## src/rtl/vjtag_axil_cmd_engine.sv

```systemverilog
`timescale 1ns/1ps
// vjtag_axil_cmd_engine
// Virtual JTAG DR shift engine and single-slot command generator (tck domain).
// Each DR update under WRITE/READ becomes one bus command; read data and
// status return to the host through the DR (tdo) and the captured IR.
//
// Handshake: cmd_valid/cmd_ready follow strict valid/ready semantics. Once
// cmd_valid is high, cmd_write/cmd_addr/cmd_wdata stay stable until the
// cycle where cmd_ready is also high. After that cycle the engine waits for
// exactly one rsp_valid pulse. rsp_valid pulses outside that wait are ignored.
module vjtag_axil_cmd_engine #(
    parameter int              DATA_W   = 32,
    parameter int              IR_W     = 6,
    parameter logic [IR_W-1:0] I_ADDR   = 6'h01,
    parameter logic [IR_W-1:0] I_WRITE  = 6'h02,
    parameter logic [IR_W-1:0] I_READ   = 6'h03,
    parameter logic [IR_W-1:0] I_STATUS = 6'h04,
    parameter int              ADDR_INC = 4
) (
    input  logic              tck,
    input  logic              rst,
    input  logic              tdi,
    output logic              tdo,
    input  logic [IR_W-1:0]   ir_in,
    output logic [IR_W-1:0]   ir_out,
    input  logic              virtual_state_cdr,
    input  logic              virtual_state_sdr,
    input  logic              virtual_state_udr,
    input  logic              virtual_state_uir,
    output logic              cmd_valid,
    input  logic              cmd_ready,
    output logic              cmd_write,
    output logic [DATA_W-1:0] cmd_addr,
    output logic [DATA_W-1:0] cmd_wdata,
    input  logic              rsp_valid,
    input  logic [DATA_W-1:0] rsp_rdata,
    input  logic              rsp_err
);

    // Command slot: IDLE (free), CMD (cmd_valid high), WAIT (awaiting rsp_valid)
    typedef enum logic [1:0] {
        S_IDLE = 2'd0,
        S_CMD  = 2'd1,
        S_WAIT = 2'd2
    } cmd_state_t;

    cmd_state_t state_q, state_d;

    logic [IR_W-1:0]   ir_reg;
    logic [DATA_W-1:0] sr;
    logic              bypass;
    logic [DATA_W-1:0] addr_reg;
    logic [DATA_W-1:0] rdata_reg;
    logic              err, ovf, rd_valid;

    logic is_addr, is_write, is_read, is_status, is_bypass;
    logic wait_rsp, busy, slot_free, issue, accept_issue, drop_issue, complete;
    logic [3:0] status4;

    // Instruction decode; anything unrecognised selects the 1-bit bypass path
    always_comb begin
        is_addr   = (ir_reg == I_ADDR);
        is_write  = (ir_reg == I_WRITE);
        is_read   = (ir_reg == I_READ);
        is_status = (ir_reg == I_STATUS);
        is_bypass = !(is_addr || is_write || is_read || is_status);
    end

    // Slot status and command issue/drop/complete qualifiers
    always_comb begin
        cmd_valid    = (state_q == S_CMD);
        wait_rsp     = (state_q == S_WAIT);
        busy         = cmd_valid || wait_rsp;
        complete     = wait_rsp && rsp_valid;
        // A completion in the same cycle frees the slot for a back-to-back issue
        slot_free    = !busy || complete;
        issue        = virtual_state_udr && (is_write || is_read);
        accept_issue = issue && slot_free;
        drop_issue   = issue && !slot_free;
        status4      = {ovf, err, rd_valid, busy};
        ir_out       = IR_W'(status4);
        tdo          = is_bypass ? bypass : sr[0];
    end

    // Slot state register
    always_ff @(posedge tck or posedge rst) begin
        if (rst) state_q <= S_IDLE;
        else     state_q <= state_d;
    end

    // Slot next-state: issue -> CMD, handshake -> WAIT, completion -> IDLE or CMD
    always_comb begin
        state_d = state_q;
        case (state_q)
            S_IDLE:  if (issue) state_d = S_CMD;
            S_CMD:   if (cmd_ready) state_d = S_WAIT;
            S_WAIT:  if (rsp_valid) state_d = issue ? S_CMD : S_IDLE;
            default: state_d = S_IDLE;
        endcase
    end

    // Instruction register and DR shift path (udr > cdr > sdr)
    always_ff @(posedge tck or posedge rst) begin
        if (rst) begin
            ir_reg <= '0;
            sr     <= '0;
            bypass <= 1'b0;
        end else begin
            if (virtual_state_uir) ir_reg <= ir_in;
            if (virtual_state_udr) begin
                // Update holds the shift register; actions happen elsewhere
            end else if (virtual_state_cdr) begin
                if (is_addr)        sr <= addr_reg;
                else if (is_write)  sr <= '0;
                else if (is_read)   sr <= rdata_reg;
                else if (is_status) sr <= DATA_W'(status4);
                else                bypass <= 1'b0;
            end else if (virtual_state_sdr) begin
                sr     <= {tdi, sr[DATA_W-1:1]};
                bypass <= tdi;
            end
        end
    end

    // Address, read data and sticky status; later assignments take priority
    always_ff @(posedge tck or posedge rst) begin
        if (rst) begin
            addr_reg  <= '0;
            rdata_reg <= '0;
            err       <= 1'b0;
            ovf       <= 1'b0;
            rd_valid  <= 1'b0;
        end else begin
            if (virtual_state_cdr && !virtual_state_udr && is_read) rd_valid <= 1'b0;
            if (virtual_state_udr && is_status && sr[0]) begin
                ovf <= 1'b0;
                err <= 1'b0;
            end
            if (drop_issue) ovf <= 1'b1;
            if (complete) begin
                addr_reg <= addr_reg + DATA_W'(ADDR_INC);
                if (rsp_err) err <= 1'b1;
                if (!cmd_write) begin
                    rdata_reg <= rsp_rdata;
                    rd_valid  <= 1'b1;
                end
            end
            // A host address write beats the post-transaction increment
            if (virtual_state_udr && is_addr) addr_reg <= sr;
        end
    end

    // Command payload latch; held stable while the slot is occupied
    always_ff @(posedge tck or posedge rst) begin
        if (rst) begin
            cmd_write <= 1'b0;
            cmd_addr  <= '0;
            cmd_wdata <= '0;
        end else if (accept_issue) begin
            cmd_write <= is_write;
            cmd_addr  <= addr_reg;
            if (is_write) cmd_wdata <= sr;
        end
    end

endmodule

```

## config.mk

```make
export PLATFORM = sky130hd
export DESIGN_NAME = vjtag_axil_cmd_engine
export DESIGN_NICKNAME = d
export VERILOG_FILES = /design/src/rtl/vjtag_axil_cmd_engine.sv
export SDC_FILE = /design/constraint.sdc
export NUM_CORES = 1
export LEC_CHECK = 0
export CORE_ASPECT_RATIO = 1.2
export CORE_MARGIN = 4
export CORE_UTILIZATION = 54
export CTS_CLUSTER_SIZE = 10
export DETAILED_ROUTE_END_ITERATION = 6
export GPL_TIMING_DRIVEN = 0
export PLACE_DENSITY = 0.9
export SYNTH_ARGS = -nofsm -noshare
export SYNTH_HDL_FRONTEND = slang
export SYNTH_SLANG_ARGS = --single-unit
```

## constraint.sdc

```tcl
create_clock -name tck -period 7.4 [get_ports tck]
set_clock_uncertainty 0.2 [all_clocks]
set_input_delay 1.48 -clock tck [delete_from_list [all_inputs] [get_ports tck]]
set_output_delay 1.48 -clock tck [all_outputs]
set_load 0.01 [all_outputs]
```

==> metrics.md, run 1 <==
| Metric | Value |
|---|---|
| Total number of placement rows | 48 |
| Post-Syn Instances | 672 |
| Arrival time worst endpoint | 2480 ps |
| Area delta synth->final | 25.6% |
| Vias per cell | 6.06 |
| Comb power frac | 25.9% |
| Worst-skew pair later-pin latency | 440 ps |
| Number of diodes | 0 |
| DP Worst Slack | 3440 ps |
| Peak VDD IR | 0.222 mV |
| Final setup margin | 3240 ps |
| Status | finished clean |
| Drt first pass iters | 5 |
| Starting Density | 54.7% |
| CP cell instances | clkbuf_1, nor2_1, xnor2_1, nand2_1, mux2_2, clkdlybuf4s50_1 |
| Post-cts resize count | 0 |
| Power Internal | 2310 uW |
| Share of flip-flops with an asynchronous set or reset | 100% |
| EDFF count, synth | 0 |
| Wire length per cell | 19.7 um |
| Hold_sp | cmd_wdata[25]$_DFFE_PP0P_ |
| Maximum clock path buffer count | 2 |
| Post-CTS setup buffers | 0 |
| Post-route clock period utilization | 56.2% |
| Fmax | 240 MHz |
| Synth Flop Type | dfrtp_1 |
| Total wire length | 19.6 mm |
| Netlist Area Pre-Place | 7860 um^2 |
| Via count | 6033 |
| Vias in the first global route | 6310 |
| Layout filler cell count | 969 |
| Max Cap Viol | 0 |
| Dpl hpwl | 13.4 mm |
| TritonCTS buffer count | 17 |
| Slew headroom | 48.7% |
| Chip Height | 140 um |
| Leakage | 0.00433 uW |
| CP max-delay cell | clkdlybuf4s50_1 |
| Switch Pwr | 1010 uW |
| Sequential share of power | 46.6% |
| RSZ-0062 raised after global routing | false |
| CTS sink cnt | 173 |
| # hold bufs at CTS | 0 |
| Tot Pwr | 3320 uW |
| Critical Path End Type | primary output |
| Min Tclk post-route | 4160 ps |
| GP Congestion | 0.872 |
| CTS tree | yes |
| IO buf count | 115 |
| Syn_area_per_cell | 11.7 um^2 |
| Critical path peak fanout | 9 |
| YS warnings | 0 |
| HP Class | reg -> reg |
| H-tree depth | 4 |
| Critical Path Source Type | flop |
| Synth cell types | 48 |
| Worst reg2reg setup slack | 4550 ps |
| Initial antenna violation count | 0 |
| Yosys reg bits | 173 |
| Global route overflow | 0 |
| Drt drc | 0 |
| # setup viols final | 0 |
| Net Sw Frac | 30.5% |
| Die area | 16500 um^2 |
| Hold Vio Cnt, Final | 0 |
| Required time of the critical path | 5720 ps |
| Hold WS | 286 ps |
| Clock Power Share | 27.5% |
| Register area share after synthesis | 55.1% |
| Final Max Tran Viols | 0 |
| Total track usage | 24.5% |
| Die Width | 118 um |
| Antenna viol nets, final | 0 |
| Critical Path Source | ir_reg[1]$_DFFE_PP0P_ |
| DR iter-0 viols | 553 |
| CTS Root Cell | clkbuf_16 |
| Nets | 862 |
| Core area | 14400 um^2 |
| Setup tns final | 0 ps |
| I/O pin count | 121 |
| First-pass GRT wire length | 32.4 mm |
| CP Class | reg -> out |
| Largest net degree at the start of global routing | 118 |
| CP peak stage delay | 530 ps |
| Cell Pwr Density | 336 nW/um^2 |
| Share of cells above drive strength 1 | 19.5% |
| CTS clk-pin slew, worst paths | 60 ps |
| Worst slew pin tran | 762 ps |
| RR Startpoint | ir_reg[4]$_DFFE_PP0P_ |
## synthesized netlist by cell type (3+ instances only)
cell / n / area [um^2]
nor2_1: 48 / 180
nand3_1: 16 / 80.1
o211ai_1: 4 / 30.0
dfrtp_1: 173 / 4330
nor4_1: 4 / 25.0
a221oi_1: 27 / 236
nand4_1: 5 / 31.3
and4_1: 3 / 26.3
buf_2: 7 / 35.0
nor3_1: 6 / 30.0
o21ai_0: 56 / 280
xnor2_1: 21 / 184
nand2_1: 48 / 180
ha_1: 6 / 75.1
and3_1: 5 / 31.3
mux2_2: 94 / 1060
inv_1: 9 / 33.8
buf_4: 6 / 45.0
mux2_1: 12 / 135
a21oi_1: 46 / 230
clkbuf_1: 24 / 90.1
xor2_1: 9 / 78.8
nor4_2: 5 / 62.6
buf_6: 8 / 90.1
## power groups by stage
stage	clock network (uW)	registers, uW	logic (uW)
after CTS	915	1540	869
after detailed placement	0	1550	852
after global placement	0	1540	822
final	914	1550	860
after floorplan	0	1500	457
after global routing	957	1580	939
## metrics by stage
stage	area [um^2]	utilization, %	cells
2_1_floorplan	7860	-	673
3_3_place_gp	9230	64.3	963
3_5_place_dp	9260	64.5	964
4_1_cts	9860	68.7	995
5_1_grt	9860	68.7	995
6_report	9860	68.7	995
## layer usage
layer  vias up  share of wire (%)  GRT usage, %
li1       2668                  -             -
met1      3002                 39          30.2
met2       313                 52          41.9
met3        50                7.1          5.53
met4         0                2.4          10.1
met5         -                  0             0
## worst paths after layout
check	end	cells past startpoint
worst max-delay path	tdo	6
worst min-delay path	cmd_wdata[25]$_DFFE_PP0P_	1
worst max register to register	cmd_wdata[3]$_DFFE_PP0P_	7
worst min register to register	cmd_wdata[25]$_DFFE_PP0P_	1
max in group asynchronous	rdata_reg[8]$_DFFE_PP0P_	3
min in group asynchronous	cmd_addr[22]$_DFFE_PP0P_	2
## cells by family after synthesis
kind of cell / share of synthesized area, %
AOI/OAI and AO/OA: 11.2
xor gates and xnor gates: 3.35
adders and majority gates: 0.956
buffers and inverters: 4.06
DFF: 55.1
muxes: 15.5
other: 0.0477
and+or+nand+nor: 9.80
## critical path, delay by kind of cell (launching register included)
kind          cells  cell delay, ps
xor+xnor          1             320
buf+inv           2             890
flops             1             320
mux               1             270
simple gates      2             250
## layout make-up
class,instances,area [um^2],area share [%]
plain buffers,48,282,2.85
clock buffers,22,464,4.71
repair buffers,116,1180,11.9
multi-input cells,442,3210,32.5
flip-flops and latches,173,4330,43.9
well taps,175,219,2.22
inverters,10,45.0,0.457
clock inverters,9,136,1.38
## cells in the final DEF (no fill, tap or decap), types with 3 or more instances in the layout
cell type          n
mux2_1            12
mux2_2            94
xor2_1             9
nand4_1            5
bufinv_16          3
nand3_1           16
dfrtp_1          173
o211ai_1           4
buf_2              7
a21oi_1           46
nor2_1            48
a221oi_1          27
clkbuf_8           3
nor3_1             6
xnor2_1           21
nor4_2             5
inv_1              8
and4_1             3
clkbuf_1          27
buf_6              8
clkdlybuf4s50_1  115
o21ai_0           56
clkbuf_16         17
nor4_1             4
ha_1               6
and3_1             5
nand2_1           48
buf_4              6
(Power assumes the default switching activity.)
==> run 2: changes to the inputs <==
--- a/config.mk
+++ b/config.mk
@@ -7,11 +7,11 @@
 export LEC_CHECK = 0
 export CORE_ASPECT_RATIO = 1.2
 export CORE_MARGIN = 4
-export CORE_UTILIZATION = 54
+export CORE_UTILIZATION = 49
 export CTS_CLUSTER_SIZE = 10
 export DETAILED_ROUTE_END_ITERATION = 6
 export GPL_TIMING_DRIVEN = 0
-export PLACE_DENSITY = 0.9
+export PLACE_DENSITY = 0.87
 export SYNTH_ARGS = -nofsm -noshare
 export SYNTH_HDL_FRONTEND = slang
 export SYNTH_SLANG_ARGS = --single-unit
==> constraint.sdc (replaced) <==
create_clock -name tck -period 3.4 [get_ports tck]
set_clock_uncertainty 0.2 [all_clocks]
set_input_delay 0.68 -clock tck [delete_from_list [all_inputs] [get_ports tck]]
set_output_delay 0.68 -clock tck [all_outputs]
set_load 0.01 [all_outputs]
==> run 2 against run 1 <==
Net effect: combinational power increased by 120%; utilization decreased by 5.4 points; largest cell class unchanged; routed wire length increased by 1.4%; setup slack got worse by 3100 ps; clock power increased by 100%; via count increased by 0.30%; critical endpoint unchanged; power increased by 110%; register-to-register slack got worse by 4000 ps.
==> metrics.md, run 2 (synthesis results as in run 1) <==
| Metric | Value |
|---|---|
| Status | finished clean |
| HP Class | reg -> reg |
| Vias in the first global route | 6144 |
| Post-route clock period utilization | 95.2% |
| Required time of the critical path | 2520 ps |
| Setup tns final | 0 ps |
| Leakage | 0.00434 uW |
| GP Congestion | 0.851 |
| Critical Path End Type | primary output |
| # hold bufs at CTS | 0 |
| Area delta synth->final | 26.0% |
| Hold WS | 284 ps |
| Fmax | 309 MHz |
| Hold Vio Cnt, Final | 0 |
| Worst-skew pair later-pin latency | 430 ps |
| Max Cap Viol | 0 |
| CP max-delay cell | nor3_1 |
| Core area | 15600 um^2 |
| # setup viols final | 0 |
| Total number of placement rows | 50 |
| Wire length per cell | 19.3 um |
| Cell Pwr Density | 714 nW/um^2 |
| Final Max Tran Viols | 0 |
| IO buf count | 115 |
| First-pass GRT wire length | 31.9 mm |
| Via count | 6051 |
| Critical Path Source Type | flop |
| Final core occ | 63.3% |
| Final Instance Area | 9900 um^2 |
| Die area | 18100 um^2 |
| Layout filler cell count | 1227 |
| Largest net degree at the start of global routing | 43 |
| CP peak stage delay | 580 ps |
| RR Endpoint | cmd_wdata[16]$_DFFE_PP0P_ |
| Total wire length | 19.9 mm |
| Hold_sp | cmd_wdata[4]$_DFFE_PP0P_ |
| RR Startpoint | ir_reg[5]$_DFFE_PP0P_ |
| Post-DP Area | 9350 um^2 |
| Arrival time worst endpoint | 2360 ps |
| Cell family with most CP delay | simple AND/OR/NAND/NOR gates |
| Peak VDD IR | 0.401 mV |
| Maximum clock path buffer count | 2 |
| Critical path peak fanout | 6 |
| Min Tclk post-route | 3240 ps |
| Drt drc | 0 |
| Starting Density | 50.2% |
| Share of cells above drive strength 1 | 20.0% |
| Hold Path End | cmd_wdata[4]$_DFFE_PP0P_ |
| TritonCTS buffer count | 17 |
| Chip Height | 147 um |
| Commonest non-fill, non-tap cell in the layout | dfrtp_1 |
| RSZ-0062 raised after global routing | false |
| Die Width | 124 um |
| H-tree depth | 4 |
| Worst hold path stage count | 1 |
| DR iter-0 viols | 559 |
| I/O pin count | 121 |
| Post-cts resize count | 0 |
| Tot Pwr | 7070 uW |
| CTS Root Cell | clkbuf_16 |
| Vias per cell | 5.87 |
| Dpl hpwl | 14.0 mm |
| CP cell instances | nor3_1, nand2_1, mux2_2, clkdlybuf4s50_1 |
| Slew headroom | 48.6% |
| CTS sink cnt | 173 |
| Number of diodes | 0 |
| CTS clk-pin slew, worst paths | 60 ps |
| CTS tree | yes |
| Nets | 864 |
| Initial antenna violation count | 0 |
| Total track usage | 22.7% |
| CP Class | reg -> out |
| Worst slew pin tran | 770 ps |
| Drt first pass iters | 5 |
| Post-CTS setup buffers | 0 |
| Most frequent cells in the layout | dfrtp_1 (173), clkdlybuf4s50_1 (115), mux2_2 (94), o21ai_0 (56) |
| Crit path buf inv count | 1 |
| R2R cell count | 7 |
| Worst reg2reg setup slack | 590 ps |
| Global route overflow | 0 |
| Antenna viol nets, final | 0 |
run 2: where the power goes:
group          switching (uW)  internal, uW  leakage (uW)
combinational             763          1110       0.00180
clock                     818          1010      0.000273
sequential                641          2730       0.00226
run 2: how the worst max path moves through the flow:
| stage | from | to | slack [ps] | depth (start not counted) |
|---|---|---|---|---|
| 5_1_grt | ir_reg[4]$_DFFE_PP0P_ | tdo | 70 | 4 |
| 2_1_floorplan | rst | addr_reg[0]$_DFFE_PP0P_ | 310 | 1 |
| 4_1_cts | ir_reg[1]$_DFFE_PP0P_ | tdo | 90 | 6 |
| 3_5_place_dp | virtual_state_cdr | sr[30]$_DFFE_PP0P_ | 230 | 7 |
| 3_3_place_gp | rst | rdata_reg[13]$_DFFE_PP0P_ | -1050 | 2 |
| 6_report | ir_reg[5]$_DFFE_PP0P_ | tdo | 160 | 4 |
run 2: cell type report:
class,count,area [um^2],area share [%]
inverters,10,41.3,0.417
clock buffers,19,433,4.37
multi-input cells,442,3210,32.4
well taps,208,260,2.63
repair buffers,119,1230,12.4
clock inverters,13,118,1.19
plain buffers,47,278,2.81
flip-flops and latches,173,4330,43.7
run 2: layer usage:
metal  wire [um]  GRT usage, %  up-vias
li1            -             -     2686
met1        7910          29.2     3023
met2       10200          37.5      299
met3        1440          6.12       43
met4         350          6.76        0
met5           0             0        -
run 2: stage by stage:
stage	worst slack (ps)	instances
6_report	163	1031
4_1_cts	85.7	1032
5_1_grt	68.4	1031
3_5_place_dp	232	1000
2_1_floorplan	309	673
3_3_place_gp	-1050	996
==> run 3: changes to the inputs <==
--- a/config.mk
+++ b/config.mk
@@ -11,6 +11,7 @@
 export CTS_CLUSTER_SIZE = 10
 export DETAILED_ROUTE_END_ITERATION = 6
 export GPL_TIMING_DRIVEN = 0
+export HOLD_SLACK_MARGIN = 0.08
 export PLACE_DENSITY = 0.87
 export SYNTH_ARGS = -nofsm -noshare
 export SYNTH_HDL_FRONTEND = slang
==> constraint.sdc (replaced) <==
create_clock -name tck -period 3.4 [get_ports tck]
set_clock_uncertainty 0.2 [all_clocks]
set_input_delay 0.68 -clock tck [delete_from_list [all_inputs] [get_ports tck]]
set_output_delay 0.68 -clock tck [all_outputs]
set_load 0.1 [all_outputs]
==> run 3 against run 2 <==
Net effect: worst hold slack improved by 0.59 ps; sequential cell count stayed put; maximum frequency increased by 0.76%; register-to-register slack is essentially flat; highest routed layer unchanged; clock-buffer cell count unchanged; die area is the same; global-route usage unchanged; via count is 0.93% lower; sequential share of layout area about the same.
==> metrics.md, run 3 (synthesis results as in run 1) <==
| Metric | Value |
|---|---|
| Post-route clock period utilization | 94.5% |
| Vias per cell | 5.81 |
| Crit path buf inv count | 2 |
| Arrival time worst endpoint | 2330 ps |
| H-tree depth | 4 |
| Setup tns final | 0 ps |
| Worst-skew pair later-pin latency | 430 ps |
| First-pass GRT wire length | 31.9 mm |
| Starting Density | 50.2% |
| Chip Height | 147 um |
| Antenna viol nets, final | 0 |
| Required time of the critical path | 2520 ps |
| Via count | 5995 |
| Die Width | 124 um |
| CTS clk-pin slew, worst paths | 60 ps |
| Status | finished clean |
| Drt first pass iters | 5 |
| # hold bufs at CTS | 0 |
| Total track usage | 22.7% |
| Most frequent cells in the layout | dfrtp_1 (173), clkdlybuf4s50_1 (113), mux2_2 (94), o21ai_0 (56) |
| CP max-delay cell | buf_2 |
| DR iter-0 viols | 490 |
| Cell Pwr Density | 892 nW/um^2 |
| Slew headroom | 30.6% |
| Max Cap Viol | 0 |
| Global route overflow | 0 |
| # setup viols final | 0 |
| Peak VDD IR | 0.666 mV |
| Critical Path End Type | primary output |
| CTS tree | yes |
| IO buf count | 115 |
| Area delta synth->final | 26.0% |
| Number of diodes | 0 |
| Total wire length | 19.9 mm |
| Min Tclk post-route | 3210 ps |
| Commonest non-fill, non-tap cell in the layout | dfrtp_1 |
| DP Worst Slack | -32.6 ps |
| Hold Vio Cnt, Final | 0 |
| Die area | 18100 um^2 |
| Final Max Tran Viols | 0 |
| CP Class | reg -> out |
| CP peak stage delay | 420 ps |
| Nets | 865 |
| Area of the multi-input gates | 3210 um^2 |
| I/O pin count | 121 |
| Fmax | 311 MHz |
| Layout filler cell count | 1228 |
| Vias in the first global route | 6144 |
| Core area | 15600 um^2 |
| Maximum clock path buffer count | 2 |
| Worst slew pin tran | 1040 ps |
| Share of cells above drive strength 1 | 20.1% |
| GP Congestion | 0.851 |
| Critical Path Source Type | flop |
| HP Class | reg -> reg |
| Sequential Area | 4330 um^2 |
| Total number of placement rows | 50 |
| Critical path peak fanout | 9 |
| Largest net degree at the start of global routing | 43 |
| CTS sink cnt | 173 |
| Dpl hpwl | 14.0 mm |
| CTS Root Cell | clkbuf_16 |
| TritonCTS buffer count | 17 |
| CP cell instances | clkbuf_1, nor2_1, xnor2_1, nand2_1, mux2_2, buf_2 |
| RSZ-0062 raised after global routing | false |
| Drt drc | 0 |
| Cell family with most CP delay | buffers and inverters |
| Wire length per cell | 19.2 um |
| Leakage | 0.00434 uW |
| Final setup margin | 187 ps |
| Initial antenna violation count | 0 |
==> run 3: changes by cell type in the layout (fill, tap and decap cells not counted) <==
cell	delta
clkdlybuf4s50_1	-2
dlygate4sd2_1	+1
clkbuf_1	+1
buf_2	+1
==> run 3: path summary, 6_finish.rpt <==
path                       depth (start not counted)                      from                        end  slack [ps]
max                                                6     ir_reg[1]$_DFFE_PP0P_                        tdo         190
min                                                1  cmd_wdata[4]$_DFFE_PP0P_   cmd_wdata[4]$_DFFE_PP0P_         280
max reg2reg                                        7     ir_reg[5]$_DFFE_PP0P_  cmd_wdata[19]$_DFFE_PP0P_         600
min reg2reg                                        1  cmd_wdata[4]$_DFFE_PP0P_   cmd_wdata[4]$_DFFE_PP0P_         280
max in group asynchronous                          3                       rst  cmd_wdata[15]$_DFFE_PP0P_        1810
min in group asynchronous                          2                       rst   cmd_addr[22]$_DFFE_PP0P_         530
==> run 3: per-layer routing <==
metal,share of wire (%),wire [um],global-route usage [%],up-vias
li1,-,-,-,2685
met1,40,7930,29.2,3025
met2,52,10300,37.5,251
met3,6.6,1310,6.12,34
met4,1.6,311,6.76,0
met5,0,0,0,-
==> run 3: through the flow <==
step	util, %	hold slack, ps	cell area, um^2	instances	power [uW]
floorplan	-	267	7860	673	6010
global placement	59.3	267	9270	996	6910
detailed placement	59.8	274	9350	1000	7010
CTS	63.3	288	9900	1032	8860
global route	63.3	305	9900	1032	9200
finish	63.3	284	9900	1032	8830
==> run 3: power breakdown <==
| part | internal (uW) | switching [uW] |
|---|---|---|
| sequential | 2730 | 639 |
| combinational | 1090 | 2530 |
| clock | 1010 | 821 |
==> run 3: layout make-up <==
| cell class | instances | share of cell area [%] |
|---|---|---|
| Sequential cell | 173 | 43.7 |
| Multi-Input combinational cell | 442 | 32.4 |
| Buffer | 48 | 2.84 |
| Inverter | 10 | 0.417 |
| Tap cell | 208 | 2.63 |
| Clock buffer | 19 | 4.37 |
| Clock inverter | 13 | 1.19 |
| Timing Repair Buffer | 119 | 12.4 |
==> run 3: what timing repair did <==
item,4_1_cts,5_1_grt
setup endpoints to repair,2,1
resized for setup,4,2
buffers inserted,0,0
